==> src/rtl/lsu_pkg.sv <==
// Shared definitions for the load/store unit.
// Contents:
//   XLEN, ADDR_MASK_LSB  - datapath width and word-alignment shift
//   F3_*                 - RV32I funct3 size/sign codes
//   state_t              - controller FSM encoding
package lsu_pkg;

  localparam int XLEN          = 32;
  localparam int ADDR_MASK_LSB = 2;

  localparam logic [2:0] F3_B  = 3'b000;
  localparam logic [2:0] F3_H  = 3'b001;
  localparam logic [2:0] F3_W  = 3'b010;
  localparam logic [2:0] F3_BU = 3'b100;
  localparam logic [2:0] F3_HU = 3'b101;

  typedef enum logic [2:0] {
    IDLE    = 3'd0,
    MEM_RD  = 3'd1,
    MEM_RSP = 3'd2,
    MEM_WR  = 3'd3,
    DONE    = 3'd4
  } state_t;

endpackage

==> src/rtl/lsu_mem_ctrl_if.sv <==
// Bus bundle between the MEM stage / data memory and the load/store unit.
// Pipeline side: i_req, i_we, i_funct3, i_addr, i_wdata in; o_busy, o_done,
//                o_rdata, o_err out.
// Memory side:   o_mem_addr, o_mem_wd, o_mem_wen, o_mem_ren out; i_mem_rd in.
// master = environment (pipeline + memory), slave = load/store unit.
interface lsu_mem_ctrl_if #(
  parameter int XLEN = lsu_pkg::XLEN
);

  logic            i_req;
  logic            i_we;
  logic [2:0]      i_funct3;
  logic [XLEN-1:0] i_addr;
  logic [XLEN-1:0] i_wdata;
  logic            o_busy;
  logic            o_done;
  logic [XLEN-1:0] o_rdata;
  logic            o_err;
  logic [XLEN-1:0] o_mem_addr;
  logic [XLEN-1:0] o_mem_wd;
  logic            o_mem_wen;
  logic            o_mem_ren;
  logic [XLEN-1:0] i_mem_rd;

  modport master (
    output i_req, i_we, i_funct3, i_addr, i_wdata, i_mem_rd,
    input  o_busy, o_done, o_rdata, o_err,
           o_mem_addr, o_mem_wd, o_mem_wen, o_mem_ren
  );

  modport slave (
    input  i_req, i_we, i_funct3, i_addr, i_wdata, i_mem_rd,
    output o_busy, o_done, o_rdata, o_err,
           o_mem_addr, o_mem_wd, o_mem_wen, o_mem_ren
  );

endinterface

==> src/rtl/lsu_align.sv <==
// Combinational lane logic for the load/store unit.
// Inputs:  funct3, we, addr (byte address), wdata (right-aligned store data),
//          mem_rd (word read from memory)
// Outputs: load_data (extracted + extended load value),
//          merged (memory word with store lanes replaced),
//          err (illegal funct3 or misaligned address)
module lsu_align
  import lsu_pkg::*;
(
  input  logic [2:0]      funct3,
  input  logic            we,
  input  logic [XLEN-1:0] addr,
  input  logic [XLEN-1:0] wdata,
  input  logic [XLEN-1:0] mem_rd,
  output logic [XLEN-1:0] load_data,
  output logic [XLEN-1:0] merged,
  output logic            err
);

  logic [7:0]  byte_lane;
  logic [15:0] half_lane;

  // Stores only know B/H/W, so the unsigned codes are illegal with we=1.
  always_comb begin
    err = 1'b0;
    case (funct3)
      F3_B:    err = 1'b0;
      F3_H:    err = addr[0];
      F3_W:    err = addr[1] | addr[0];
      F3_BU:   err = we;
      F3_HU:   err = we | addr[0];
      default: err = 1'b1;
    endcase
  end

  // Little-endian lane pick: byte k sits at bits [8k+7:8k].
  always_comb begin
    byte_lane = mem_rd[7:0];
    case (addr[1:0])
      2'd0: byte_lane = mem_rd[7:0];
      2'd1: byte_lane = mem_rd[15:8];
      2'd2: byte_lane = mem_rd[23:16];
      2'd3: byte_lane = mem_rd[31:24];
      default: byte_lane = mem_rd[7:0];
    endcase
    half_lane = addr[1] ? mem_rd[31:16] : mem_rd[15:0];
  end

  always_comb begin
    load_data = mem_rd;
    case (funct3)
      F3_B:    load_data = {{(XLEN-8){byte_lane[7]}}, byte_lane};
      F3_BU:   load_data = {{(XLEN-8){1'b0}}, byte_lane};
      F3_H:    load_data = {{(XLEN-16){half_lane[15]}}, half_lane};
      F3_HU:   load_data = {{(XLEN-16){1'b0}}, half_lane};
      default: load_data = mem_rd;
    endcase
  end

  always_comb begin
    merged = mem_rd;
    case (funct3)
      F3_B: begin
        case (addr[1:0])
          2'd0: merged[7:0]   = wdata[7:0];
          2'd1: merged[15:8]  = wdata[7:0];
          2'd2: merged[23:16] = wdata[7:0];
          2'd3: merged[31:24] = wdata[7:0];
          default: merged[7:0] = wdata[7:0];
        endcase
      end
      F3_H: begin
        if (addr[1]) merged[31:16] = wdata[15:0];
        else         merged[15:0]  = wdata[15:0];
      end
      default: merged = wdata;
    endcase
  end

endmodule

==> src/rtl/lsu_mem_ctrl.sv <==
// Load/store unit between the MEM stage and a word-wide data memory.
// Ports: i_clk, i_rst_n (synchronous, active low) plus the bus interface
//   (slave modport) carrying the pipeline request/response and the data
//   memory address/write/enable signals. Sub-word stores are done as a
//   read-modify-write because the memory only has a word write enable.
module lsu_mem_ctrl #(
  parameter int XLEN          = lsu_pkg::XLEN,
  parameter int ADDR_MASK_LSB = lsu_pkg::ADDR_MASK_LSB
) (
  input  logic                 i_clk,
  input  logic                 i_rst_n,
  lsu_mem_ctrl_if.slave        bus
);

  import lsu_pkg::*;

  state_t          state_q, state_d;
  logic [XLEN-1:0] addr_q, wdata_q, merged_q, rdata_q;
  logic [2:0]      funct3_q;
  logic            we_q, err_q;
  logic            accept;

  logic [2:0]      sel_funct3;
  logic            sel_we;
  logic [XLEN-1:0] sel_addr, sel_wdata;
  logic [XLEN-1:0] load_data, merged;
  logic            chk_err;
  logic [XLEN-1:0] aligned_addr;

  // In IDLE the lane logic classifies the incoming request; afterwards it
  // works on the latched copy so the pipeline may change its inputs.
  assign sel_funct3 = (state_q == IDLE) ? bus.i_funct3 : funct3_q;
  assign sel_we     = (state_q == IDLE) ? bus.i_we     : we_q;
  assign sel_addr   = (state_q == IDLE) ? bus.i_addr   : addr_q;
  assign sel_wdata  = (state_q == IDLE) ? bus.i_wdata  : wdata_q;

  lsu_align u_align (
    .funct3    (sel_funct3),
    .we        (sel_we),
    .addr      (sel_addr),
    .wdata     (sel_wdata),
    .mem_rd    (bus.i_mem_rd),
    .load_data (load_data),
    .merged    (merged),
    .err       (chk_err)
  );

  assign aligned_addr = {addr_q[XLEN-1:ADDR_MASK_LSB], {ADDR_MASK_LSB{1'b0}}};

  always_comb begin
    state_d = state_q;
    accept  = 1'b0;
    case (state_q)
      IDLE: begin
        if (bus.i_req) begin
          accept = 1'b1;
          if (chk_err)                     state_d = DONE;
          else if (!bus.i_we)              state_d = MEM_RD;
          else if (bus.i_funct3 == F3_W)   state_d = MEM_WR;
          else                             state_d = MEM_RD;
        end
      end
      MEM_RD:  state_d = MEM_RSP;
      MEM_RSP: state_d = we_q ? MEM_WR : DONE;
      MEM_WR:  state_d = DONE;
      DONE:    state_d = IDLE;
      default: state_d = IDLE;
    endcase
  end

  // rdata is cleared when a store or error is accepted so those
  // completions report zero; loads overwrite it in MEM_RSP.
  always_ff @(posedge i_clk) begin
    if (!i_rst_n) begin
      state_q  <= IDLE;
      addr_q   <= '0;
      wdata_q  <= '0;
      merged_q <= '0;
      rdata_q  <= '0;
      funct3_q <= '0;
      we_q     <= 1'b0;
      err_q    <= 1'b0;
    end else begin
      state_q <= state_d;
      if (accept) begin
        addr_q   <= bus.i_addr;
        wdata_q  <= bus.i_wdata;
        funct3_q <= bus.i_funct3;
        we_q     <= bus.i_we;
        err_q    <= chk_err;
        merged_q <= (bus.i_we && !chk_err) ? merged : '0;
        if (chk_err || bus.i_we) rdata_q <= '0;
      end
      if (state_q == MEM_RSP) begin
        if (we_q) merged_q <= merged;
        else      rdata_q  <= load_data;
      end
    end
  end

  assign bus.o_busy     = (state_q != IDLE);
  assign bus.o_done     = (state_q == DONE);
  assign bus.o_err      = (state_q == DONE) && err_q;
  assign bus.o_rdata    = rdata_q;
  assign bus.o_mem_ren  = (state_q == MEM_RD);
  assign bus.o_mem_wen  = (state_q == MEM_WR);
  assign bus.o_mem_addr = (state_q == MEM_RD || state_q == MEM_WR) ? aligned_addr : '0;
  assign bus.o_mem_wd   = (state_q == MEM_WR) ? merged_q : '0;

endmodule

==> src/flat_wrapper.sv <==
// flat-port wrapper written by rule: the top's interface ports become plain ports
module lsu_mem_ctrl_flat import lsu_pkg::*;
#(
  parameter int XLEN          = lsu_pkg::XLEN,
  parameter int ADDR_MASK_LSB = lsu_pkg::ADDR_MASK_LSB
)
  (i_clk, i_rst_n, bus_i_req, bus_i_we, bus_i_funct3, bus_i_addr, bus_i_wdata, bus_i_mem_rd, bus_o_busy, bus_o_done, bus_o_rdata, bus_o_err, bus_o_mem_addr, bus_o_mem_wd, bus_o_mem_wen, bus_o_mem_ren);
  lsu_mem_ctrl_if #(.XLEN(XLEN)) bus_i ();
  input  logic i_clk;
  input  logic i_rst_n;
  input wire logic [$bits(bus_i.i_req)-1:0] bus_i_req;
  input wire logic [$bits(bus_i.i_we)-1:0] bus_i_we;
  input wire logic [$bits(bus_i.i_funct3)-1:0] bus_i_funct3;
  input wire logic [$bits(bus_i.i_addr)-1:0] bus_i_addr;
  input wire logic [$bits(bus_i.i_wdata)-1:0] bus_i_wdata;
  input wire logic [$bits(bus_i.i_mem_rd)-1:0] bus_i_mem_rd;
  output wire logic [$bits(bus_i.o_busy)-1:0] bus_o_busy;
  output wire logic [$bits(bus_i.o_done)-1:0] bus_o_done;
  output wire logic [$bits(bus_i.o_rdata)-1:0] bus_o_rdata;
  output wire logic [$bits(bus_i.o_err)-1:0] bus_o_err;
  output wire logic [$bits(bus_i.o_mem_addr)-1:0] bus_o_mem_addr;
  output wire logic [$bits(bus_i.o_mem_wd)-1:0] bus_o_mem_wd;
  output wire logic [$bits(bus_i.o_mem_wen)-1:0] bus_o_mem_wen;
  output wire logic [$bits(bus_i.o_mem_ren)-1:0] bus_o_mem_ren;
  assign bus_i.i_req = bus_i_req;
  assign bus_i.i_we = bus_i_we;
  assign bus_i.i_funct3 = bus_i_funct3;
  assign bus_i.i_addr = bus_i_addr;
  assign bus_i.i_wdata = bus_i_wdata;
  assign bus_i.i_mem_rd = bus_i_mem_rd;
  assign bus_o_busy = bus_i.o_busy;
  assign bus_o_done = bus_i.o_done;
  assign bus_o_rdata = bus_i.o_rdata;
  assign bus_o_err = bus_i.o_err;
  assign bus_o_mem_addr = bus_i.o_mem_addr;
  assign bus_o_mem_wd = bus_i.o_mem_wd;
  assign bus_o_mem_wen = bus_i.o_mem_wen;
  assign bus_o_mem_ren = bus_i.o_mem_ren;
  lsu_mem_ctrl #(.XLEN(XLEN), .ADDR_MASK_LSB(ADDR_MASK_LSB)) u_core (.i_clk(i_clk), .i_rst_n(i_rst_n), .bus(bus_i));
endmodule
==> config.mk <==
export PLATFORM = sky130hd
export DESIGN_NAME = lsu_mem_ctrl_flat
export DESIGN_NICKNAME = d
export VERILOG_FILES = /design/src/rtl/lsu_pkg.sv /design/src/rtl/lsu_mem_ctrl_if.sv /design/src/rtl/lsu_align.sv /design/src/rtl/lsu_mem_ctrl.sv /design/src/flat_wrapper.sv
export SDC_FILE = /design/constraint.sdc
export NUM_CORES = 1
export LEC_CHECK = 0
export CORE_MARGIN = 2
export CORE_UTILIZATION = 44
export DETAILED_ROUTE_END_ITERATION = 8
export PLACE_DENSITY = 0.78
export SLEW_MARGIN = 20
export SYNTH_ARGS = -nofsm -noshare
export SYNTH_HDL_FRONTEND = slang
export SYNTH_SLANG_ARGS = --single-unit
==> constraint.sdc <==
create_clock -name i_clk -period 2.1 [get_ports i_clk]
set_input_delay 0.315 -clock i_clk [delete_from_list [all_inputs] [get_ports i_clk]]
set_output_delay 0.315 -clock i_clk [all_outputs]
set_load 0.02 [all_outputs]
# --- Word level (Yosys, flattened, before mapping) ---
# Index checks and enable logic that the tools add are counted.
word_totals:
  reg_bits: 136
  word_cells: 65
op_classes:
  eq_ne: 13
  n_mux: 33
  bitwise: 2
  n_reduce_logical: 9
op_table:
  columns: ["cell", "count"]
  rows:
  - ["2-to-1 mux 32 bit", 11]
  - ["case mux 32 bit (4 select lines)", 1]
  - ["case mux 32 bit (2 select lines)", 1]
  - ["2-to-1 mux 16 bit", 3]
  - ["2-to-1 mux 8 bit", 4]
  - ["case mux 8 bit (4 select lines)", 1]
  - ["2-to-1 mux 3 bit", 5]
  - ["== test 3 x 2 -> 1 bit, second input constant", 4]
  - ["case mux 3 bit (4 select lines)", 1]
  - ["== test 3 bit, second input constant", 3]
  - ["== test 3 x 1 -> 1 bit, second input constant", 2]
  - ["logical NOT 3 bit", 2]
  - ["case mux 1 bit (5 select lines)", 1]
  - ["== test 2 bit, second input constant", 2]
  - ["2-to-1 mux 2 bit", 2]
  - ["2-to-1 mux 1 bit", 3]
  - ["nonzero test 3 bit", 1]
  - ["== test 2 x 1 -> 1 bit, second input constant", 1]
  - ["logical AND 1 bit", 2]
  - ["logical NOT 2 bit", 1]
  - ["logical OR 1 bit", 2]
  - ["inequality test 2 bit, second input constant", 1]
  - ["OR 1 bit", 2]
  - ["logical NOT 1 bit", 1]

# --- Logic depth before layout (Yosys ltp) ---
# Gate-level depths: netlist (run 1).
depth:
  depth_word: 10
  ltp_mapped: 10
  mapped_depth_nobuf: 6

# --- Hierarchy ---
# From an unflattened synthesis (run 1), not the netlist that was laid out.
unflattened:
  cells_unflattened: 948
  hier_area_um2: 7734.9
by_module_without_submodules:
  columns: ["mod", "instances", "cells_per_inst", "area_each_um2", "seq_area_each_um2"]
  rows:
  - ["lsu_mem_ctrl", 1, 742, 6523.8, 2722.6]
  - ["lsu_align", 1, 206, 1211.2, 0.0]

# --- Least setup slack after synthesis (run 1) ---
# OpenSTA, ideal clock, no wires.
synth_path:
  path_kind: "register to register"
  start: "register u_core.state_q[2]"
  end: "register u_core.rdata_q[21], in the netlist u_core.bus.o_rdata[21]"
  arrival_ns: 1.992
  required_ns: 1.974
  slack_ns: -0.018
  path_stages_with_launch: 9
  path_buffers: 3
  period_less_slack_ns: 2.118
  path_cell_list: "dfxtp_1 buf_4 nor3_2 buf_4 mux2i_1 a211oi_2 o21ai_2 buf_6 a211oi_2"
synth_via:
  elab_chain_len: 9
synth_lines:
  columns: ["item", "line_no", "rtl"]
  rows:
  - ["from (decl)", "lsu_mem_ctrl.sv:17", "state_t state_q, state_d;"]
  - ["from (signal assigned)", "lsu_mem_ctrl.sv:84", "state_q <= state_d;"]
  - ["logical NOT 3 bit", null, null]
  - ["2-to-1 mux 3 bit, or another cell as far along", "lsu_mem_ctrl.sv:32", "assign sel_funct3 = (state_q == IDLE) ? bus.i_funct3 : funct3_q;"]
  - ["== test 3 bit, or another cell as far along", "lsu_align.sv:26, lsu_align.sv:51", null]
  - ["case mux 1 bit (5 select lines)", "lsu_align.sv:26", "case (funct3)"]
  - ["logical OR 1 bit", "lsu_mem_ctrl.sv:92", "if (chk_err || bus.i_we) rdata_q <= '0;"]
  - ["2-to-1 mux 32 bit", "lsu_mem_ctrl.sv:92", null]
  - ["2-to-1 mux 32 bit", "lsu_mem_ctrl.sv:85", "if (accept) begin"]
  - ["2-to-1 mux 32 bit", "lsu_mem_ctrl.sv:95", "if (we_q) merged_q <= merged;"]
  - ["2-to-1 mux 32 bit (*)", "lsu_mem_ctrl.sv:94", "if (state_q == MEM_RSP) begin"]
  - ["to (signal assigned)", "lsu_mem_ctrl.sv:96", "else rdata_q <= load_data;"]
  - ["to (decl)", "lsu_mem_ctrl.sv:18", "logic [XLEN-1:0] addr_q, wdata_q, merged_q, rdata_q;"]
# Mark *: on every way between the ends. The rest lies on a longest branch, timed or not.
# A chain may end at the register's enable or synchronous reset.

# --- Worst setup path in the final report (run 1) ---
layout_path:
  start: "register u_core.state_q[0]"
  end: "register u_core.merged_q[11]"
layout_via:
  elab_chain_len: 10
layout_lines:
  columns: ["item", "line_no", "rtl"]
  rows:
  - ["logical NOT 3 bit", null, null]
  - ["2-to-1 mux 3 bit, or another cell as far along", "lsu_mem_ctrl.sv:32", null]
  - ["== test 3 bit, or another cell as far along", "lsu_align.sv:26", null]
  - ["case mux 1 bit (5 select lines)", "lsu_align.sv:26", null]
  - ["logical NOT 1 bit", "lsu_mem_ctrl.sv:91", "merged_q <= (bus.i_we && !chk_err) ? merged : '0;"]
  - ["logical AND 1 bit", "lsu_mem_ctrl.sv:91", null]
  - ["2-to-1 mux 32 bit", "lsu_mem_ctrl.sv:91", null]
  - ["2-to-1 mux 32 bit", "lsu_mem_ctrl.sv:85", null]
  - ["2-to-1 mux 32 bit", "lsu_mem_ctrl.sv:95", null]
  - ["2-to-1 mux 32 bit (*)", "lsu_mem_ctrl.sv:94", null]
  - ["to (signal assigned)", "lsu_mem_ctrl.sv:91", null]
  - ["to (signal assigned)", "lsu_mem_ctrl.sv:95", null]
  - ["to (decl)", "lsu_mem_ctrl.sv:18", null]
# Marks and branches as above.

==> results summary, run 1 <==
The wire length after detailed routing is 27.3 mm. The synthesis-stage register bit count came out at 136. The post-synthesis adder-cell area fraction is 0.

The worst setup path is launched from a flip-flop. The count of pins on the block boundary is 204. The remaining number of nets flagged by the antenna check after routing came out at 0. Tracing the worst setup path back leads to its startpoint at u_core.state_q[0].

The total power divided by cell area came out at 743 mW/mm². The cell count after synthesis came out at 930. The net load switching power is 2.60 mW. The critical path capture point type is a flip-flop. The flow ran to the end, and the final reports show no timing, DRC or antenna violations.

Before antenna repair, the detailed router went through 5 iterations. The sum of negative setup slack came out at 0 ns. The share of layout cells above drive strength 1 is 0.229. The maximum achievable frequency is 0.476 GHz. The detail-routed via count per cell is 5.74. The netlist area before placement came out at 0.00719 mm². The critical path in this run is classified as reg2reg.

The share of the synthesized area in the top cell type came out at 0.379. During synthesis, Yosys emitted a total of 0 warnings. The clock slew at the register clock pins of the worst setup and hold paths is 0.06 ns. The internal portion of total power is 5.39 mW. At the worst endpoint, the arrival time is 2.42 ns.

The transition at the pin with the smallest max-transition slack is 0.612 ns. The number of buffers between clock root and the deepest sink came out at 2. The critical path's slowest cell is sky130_fd_sc_hd__or4b_4. The number of antenna violations at the first check in global routing came to 0.

Setup repair after global routing could not meet its margin everywhere. The layout net count is 1289. Of the total power, combinational logic draws 0.284. The final hold slack came out at 0.428 ns. Dividing the detail-routed wire length by the instance count gives 19.3 µm. The final critical-path setup slack came out at 0.000234 ns. The via count of the routed design came out at 8128. The wire length of the first global-routing pass is 41.6 mm. The antenna diode instance count came out at 0.

Dividing the final minimum period by the clock period gives 1.00. The worst hold path begins at bus_i_addr[6]. VDD sags by at most 548 µV. Entering global routing, the biggest net connects 44 pins. The die is 132 µm wide. Of the total synthesized cell area, the portion taken by XOR and XNOR cells is 0. The sequential share of power is 0.354.

The post-placement setup slack is -0.281 ns. The post-synthesis compound-gate area fraction came out at 0.235. The proportion of total power due to net switching came out at 0.325. The die extent in y came out at 132 µm. For this design, the CTS-stage hold fixing added 0 buffers. The clock group share of total power came out at 0.363. CTS saw 136 sinks. The critical path goes through buf_6, or4b_4, a21o_1, a21o_4, clkbuf_16, a32oi_1, o21ai_1. The time the final worst path needs with I/O delays and setup is 2.10 ns. The placed wire-length estimate after detailed placement came out at 19.4 mm.

The DRC violation count after routing is 0. The via count of the first global-routing pass is 7753. For this run, the slowest stage of the critical path takes 0.58 ns.

Across every metal layer, demand over resource in global routing totals 0.301. The leftover overflow at the end of global routing came out at 0. The path class of the lowest-slack min-delay path is in2reg. In this run the critical register-to-register path is launched from u_core.state_q[0]. The most frequently used flop master after synthesis is sky130_fd_sc_hd__dfxtp_1.

The count of H-tree levels built during CTS is 4. The number of pins with negative max-slew slack in the final report came to 0. The remaining max-slew budget at the tightest pin came out at 0.584.

The congestion estimate from routability-driven global placement came to 0.983. The max capacitance violation total is 0. TritonCTS built the clock tree. For the worst setup path, the data required time is 2.42 ns. The initial core utilization is 0.451. The die covers 0.0174 mm². The leakage power summed over all cells is 4.51 nW.

Yosys instantiated no cell more often than sky130_fd_sc_hd__nand2_1. The total number of placement rows is 46. Sorting the synthesized cells by area gives the leading types as sky130_fd_sc_hd__dfxtp_1, sky130_fd_sc_hd__nand2_1, sky130_fd_sc_hd__a21oi_1, sky130_fd_sc_hd__mux2i_1, sky130_fd_sc_hd__clkbuf_1.

By area, the combinational part of the netlist is dominated by simple AND/OR/NAND/NOR gates. The detailed router finished its first iteration with 864 violations. For this run, asynchronously set or reset flops after synthesis account for 0.

The number of failing setup endpoints in the final timing report came out at 0. From synthesis to final layout, the design area changed by 49.6%. The count of flip-flops with a built-in enable after synthesis is 0. In this run, CTS created clock tree buffers numbering 17.

The simple-gate share of the synthesized area is 0.260. The sequential share of the synthesized area came out at 0.379. The area of the placeable core came out at 0.0159 mm². The final-report hold violation count came out at 0.

The count of buffers from port buffering came out at 201. The clock insertion delay at the later pin of the skew report is 0.43 ns. The post-synthesis average cell area came out at 7.73 µm². Power comes to 7.99 mW.

The biggest area contributor in the post-synthesis netlist is sky130_fd_sc_hd__dfxtp_1. Ranked by instance count, the synthesized netlist is headed by sky130_fd_sc_hd__nand2_1, sky130_fd_sc_hd__dfxtp_1, sky130_fd_sc_hd__a21oi_1. The clock skew is 0.00794 ns. The mux cell area share after synthesis came out at 0.0762. The clock tree root buffer cell is sky130_fd_sc_hd__clkbuf_16. Along the worst path, the maximum fanout reaches 10. The number of distinct standard cells referenced by the synthesized netlist came out at 60.
## sequential cells by signal (all words and copies together) (netlist names)
signal and cells:
u_core.we_q 1, u_core.merged_q 32, u_core.wdata_q 32, u_core.funct3_q 3, u_core.state_q 3, u_core.addr_q 32, u_core.bus.o_rdata 32, u_core.err_q 1
## what timing repair did
item                       CTS  global route
cloned                       2             3
setup buffers                3             3
setup endpoints to repair   86            85
pin swaps                    3             8
gates resized for setup    287            49
## kinds of logic (layout without fill, tap and decap cells)
family,count (synthesis),count (layout)
simple gates,406,406
compound gates,254,254
flops,136,136
buf+inv,82,350
mux,51,51
other cells,1,2
## layout by cell type (no fill, tap or decap), drive strengths merged, types with 5 or more instances in the layout
master / Yosys / final
a211o: 7 / 7
a211oi: 19 / 19
clkbuf: 61 / 23
a21oi: 101 / 101
inv: 2 / 5
o22a: 6 / 6
o22ai: 5 / 5
nor3: 12 / 12
o31ai: 9 / 9
nand3: 23 / 23
buf: 19 / 175
o21ai: 42 / 42
a22oi: 20 / 20
and2: 34 / 34
nor2b: 7 / 7
mux2i: 45 / 45
a32o: 11 / 11
o21a: 7 / 7
clkinv: 0 / 8
clkdlybuf4s50: 0 / 134
dfxtp: 136 / 136
nor2: 30 / 30
a32oi: 11 / 11
and3: 34 / 34
nand2: 245 / 245
## metal layers
metal  GRT usage  wire length (µm)  part of all wire
met5           0                 0                 0
met2       0.479             12500              0.46
met4       0.131              1090             0.040
met3       0.101              2870              0.11
met1       0.373             10800              0.40
## stage by stage
stage                     utilization  instance area (µm²)  std cells
after global routing            0.675                10800       1415
after detailed placement        0.633                10100       1372
final                           0.675                10800       1415
after global placement          0.633                10100       1372
after CTS                       0.660                10500       1409
after floorplan                     -                 7200        931
## cell type report
cell class	count	area, µm²
Fill cell	1356	5180
Tap cell	216	270
Multi-Input combinational cell	713	4290
Timing Repair Buffer	316	2910
Clock buffer	18	439
Clock inverter	14	123
Inverter	2	7.51
Sequential cell	136	2730
## final timing paths
check / end / cells past startpoint / slack, ns
max: u_core.merged_q[11] / 7 / 0.0002
min: u_core.addr_q[6] / 3 / 0.43
max reg2reg: u_core.merged_q[11] / 7 / 0.0002
min reg2reg: u_core.err_q / 2 / 0.45
## worst max-delay path: cells and delay by family (launching register included)
kind,cells,cell delay (ns)
AOI/OAI and AO/OA,4,0.76
and+or+nand+nor,1,0.58
buffers and inverters,2,0.32
DFF,1,0.34
## power groups by stage
stage          Sequential, mW  Clock (mW)  Combinational, mW
2_1_floorplan            2.85           0               1.15
3_3_place_gp             2.87           0               2.09
3_5_place_dp             2.87           0               2.12
4_1_cts                  2.82        2.91               2.16
5_1_grt                  2.84        3.04               2.42
6_report                 2.82        2.90               2.27
Power figures use the tool's default switching activity.
==> run 2: changes to the inputs <==
- ABC_AREA: not set -> 1
- CORE_UTILIZATION: 44 -> 45
- PLACE_DENSITY: 0.78 -> 0.77
==> results summary, run 2 <==
The clock slew at the register clock pins of the worst setup and hold paths is 0.06 ns (about the same). In the layout the commonest cells are sky130_fd_sc_hd__nand2_1, sky130_fd_sc_hd__inv_1, sky130_fd_sc_hd__a21oi_1. The non-filler instance count after layout came out at 1688 (+19%). The worst setup path is launched from a flip-flop. The worst hold path startpoint is i_rst_n.

Tracing the worst setup path back leads to its startpoint at u_core.state_q[2]. The count of pins on the block boundary is 204 (unchanged). The wire length after detailed routing came out at 27.2 mm (about the same). The maximum achievable frequency came out at 0.488 GHz (+2.4%).

The netlist area before placement is 0.00791 mm² (+10%). The clock tree root buffer cell is sky130_fd_sc_hd__clkbuf_16. The wire length per cell after detailed routing is 16.1 µm (-16%). The number of clock sinks was 136 (unchanged).

The number of antenna violations at the first check in global routing came out at 0 (unchanged). The max capacitance violation total came out at 0 (unchanged). The largest fanout of any net on the critical path came out at 25 (+15). The post-synthesis adder-cell area fraction is 0 (unchanged). The initial detailed-routing violation count is 916 (+6.0%).

The layout net count is 1553 (+20%). The final-report hold violation count is 0 (unchanged). The cell type with the largest total area after synthesis is sky130_fd_sc_hd__dfxtp_1. The sequential share of the synthesized area came to 0.344 (-0.0343).

The routability congestion estimate from global placement is 0.974 (-0.96%). The transition at the pin with the smallest max-transition slack came out at 0.613 ns (+0.00111 ns). The remaining number of nets flagged by the antenna check after routing came out at 0 (unchanged). The share of the synthesized area in the top cell type came out at 0.344 (-0.0343). The type of the worst setup path is reg2out. The fraction of registers with async set/reset is 0 (unchanged). The number of failing setup endpoints in the final timing report came out at 0 (unchanged). The antenna diode instance count came out at 0 (unchanged). The maximum vdd drop is 890 µV (+62%). The critical path capture point type is a primary output.

The via count of the routed design is 8973 (+10%). The cell count after placement came to 1649 (+20%). The pin count of the biggest net entering global routing was 82 (+86%).

The leftover overflow at the end of global routing came out at 0 (unchanged). The DRC violation count after routing is 0 (unchanged). The width of the die came out at 137 µm (+3.6%). The clock insertion delay at the later pin of the skew report came out at 0.42 ns (about the same). The post-placement setup slack came out at -0.0585 ns (+0.222 ns). The number of buffers between clock root and the deepest sink is 2 (unchanged). The floorplan die area came out at 0.0187 mm² (+7.3%). The number of clock buffers inserted by TritonCTS came out at 17 (unchanged). The instance count of the mapped netlist was 1242 (+34%). Among all flip-flop cells after synthesis, the most frequent one is sky130_fd_sc_hd__dfxtp_1.

The fraction of synthesized cell area in xor and xnor cells came out at 0 (unchanged). The data arrival time of the worst path came out at 1.73 ns (-0.69 ns). The total number of placement rows came out at 48 (+4.3%).

The synthesis-stage register bit count came out at 136 (unchanged). The number of iterations in the first detailed-routing pass came out at 5 (unchanged). The simple-gate share of the synthesized area came out at 0.322 (+0.0622). The share of layout cells above drive strength 1 came to 0.124 (-0.105). The final critical-path setup slack came out at 0.0501 ns (+0.0499 ns). The detail-routed via count per cell is 5.32 (-7.5%). The quantity of hold-fixing buffers added after cts came out at 0 (unchanged). The post-synthesis compound-gate area fraction was 0.187 (-0.0481). The data required time at the worst endpoint is 1.78 ns (-0.64 ns).

The time the final worst path needs with I/O delays and setup is 2.05 ns (-0.0499 ns). The run finished with clean final reports. The number of distinct standard cells referenced by the synthesized netlist is 34 (-43%). The clock skew is 0.00814 ns (+0.000194 ns). Ranked by total cell area, the synthesized netlist is headed by sky130_fd_sc_hd__dfxtp_1, sky130_fd_sc_hd__nand2_1, sky130_fd_sc_hd__a21oi_1, sky130_fd_sc_hd__inv_1, sky130_fd_sc_hd__nand3_1. The area of the placeable core is 0.0172 mm² (+8.1%).

The number of pins with negative max-slew slack in the final report is 0 (unchanged). The count of buffers from port buffering came out at 201 (unchanged). The final worst-path cycle share came to 0.976 (-0.0237). The worst hold path belongs to the class in2reg. The count of filler cells inserted in the layout came out at 1597 (+18%). The count of H-tree levels built during CTS was 4 (unchanged). The total power divided by cell area is 1400 mW/mm² (+88%).

The CTS tree is done. The placed wire-length estimate after detailed placement came out at 19.0 mm (-2.1%). The via count of the first global-routing pass is 7919 (+2.1%). The worst flop-to-flop path startpoint is u_core.state_q[2]. The library cell used most frequently in the layout, excluding fill and tap cells, is sky130_fd_sc_hd__nand2_1. The post-synthesis average cell area came out at 6.37 µm² (-18%). The synthesis warning total is 0 (unchanged). Setup repair after global routing could not meet its margin everywhere.

The wire length of the first global-routing pass is 40.9 mm (-1.5%). The leakage power summed over all cells was 5.18 nW (+15%). The mux cell area share after synthesis is 0 (-0.0762). The growth of design area from synthesis to finish came out at 38.8%.

The remaining max-slew budget at the tightest pin came out at 0.591 (+0.00733). The count of flip-flops with a built-in enable after synthesis came out at 0 (unchanged). The cell with the most instances after synthesis is sky130_fd_sc_hd__nand2_1. Sorting the synthesized cells by how often they occur yields sky130_fd_sc_hd__nand2_1, sky130_fd_sc_hd__inv_1, sky130_fd_sc_hd__a21oi_1. The initial core utilization was 0.459 (+0.00773). The total routing resource utilization after global routing came out at 0.283 (-0.0186). The die extent in y is 137 µm (+3.6%). After synthesis, the largest family of logic cells by area is simple AND/OR/NAND/NOR gates.
## run 2: per-layer routing
metal  routed length (µm)  GRT usage
met1                11400      0.384
met2                12700      0.451
met3                 2380     0.0437
met4                  706      0.109
met5                    0          0
## run 2: per-stage QoR
stage               hold WS (ns)  area [µm²]  TNS [ns]  total power, mW  utilization
finish                     0.371       11000         0             15.4        0.637
global route               0.418       11000    -0.159             16.4        0.637
detailed placement         0.446       10300    -0.637             11.6        0.599
floorplan                  0.425        7910         0             9.00            -
CTS                        0.373       10900     -1.40             14.7        0.634
global placement           0.439       10300         0             11.5        0.599
## run 2: kinds of logic (layout without fill, tap and decap cells)
group | count (synthesis) | after routing
other cells | 1 | 2
compound gates | 284 | 284
flops | 136 | 136
buf+inv | 261 | 478
simple gates | 560 | 563
## run 2: power breakdown
group          switching [mW]  total (mW)  internal, mW  leakage [nW]
registers               0.226        3.30          3.07          1.11
logic                    5.72        8.99          3.27          3.78
clock network            1.22        3.09          1.87         0.285
## run 2: layout make-up
cell class | count | area, µm² | area share
sequential | 136 | 2730 | 0.248
clock inverter | 15 | 179 | 0.0163
inverter | 175 | 662 | 0.0603
tap | 225 | 282 | 0.0256
multi-input combinational | 849 | 4110 | 0.374
clock buffer | 17 | 425 | 0.0387
timing repair buffer | 271 | 2600 | 0.237
## run 2: timing repair
action                     4_1_cts  5_1_grt
pin swaps                        0        2
gates resized for setup         77       80
setup buffers                    0        3
cloned                           0        4
setup endpoints to repair       68      123
## run 2: final timing paths
kind | cells past startpoint | to | slack [ns]
worst max register to register | 10 | u_core.merged_q[30] | 0.07
worst min-delay path | 3 | u_core.merged_q[7] | 0.37
worst min register to register | 2 | u_core.addr_q[7] | 0.45
worst max-delay path | 7 | bus_o_mem_wd[24] | 0.05
## run 2: worst max-delay path, cell delays in order (launching register included)
cell and delay (ns):
sky130_fd_sc_hd__dfxtp_1 0.42, sky130_fd_sc_hd__inv_1 0.08, sky130_fd_sc_hd__nand2_1 0.13, sky130_fd_sc_hd__nor2_2 0.06, sky130_fd_sc_hd__inv_1 0.09, sky130_fd_sc_hd__buf_8 0.21, sky130_fd_sc_hd__nor2_1 0.06, sky130_fd_sc_hd__clkdlybuf4s15_2 0.25
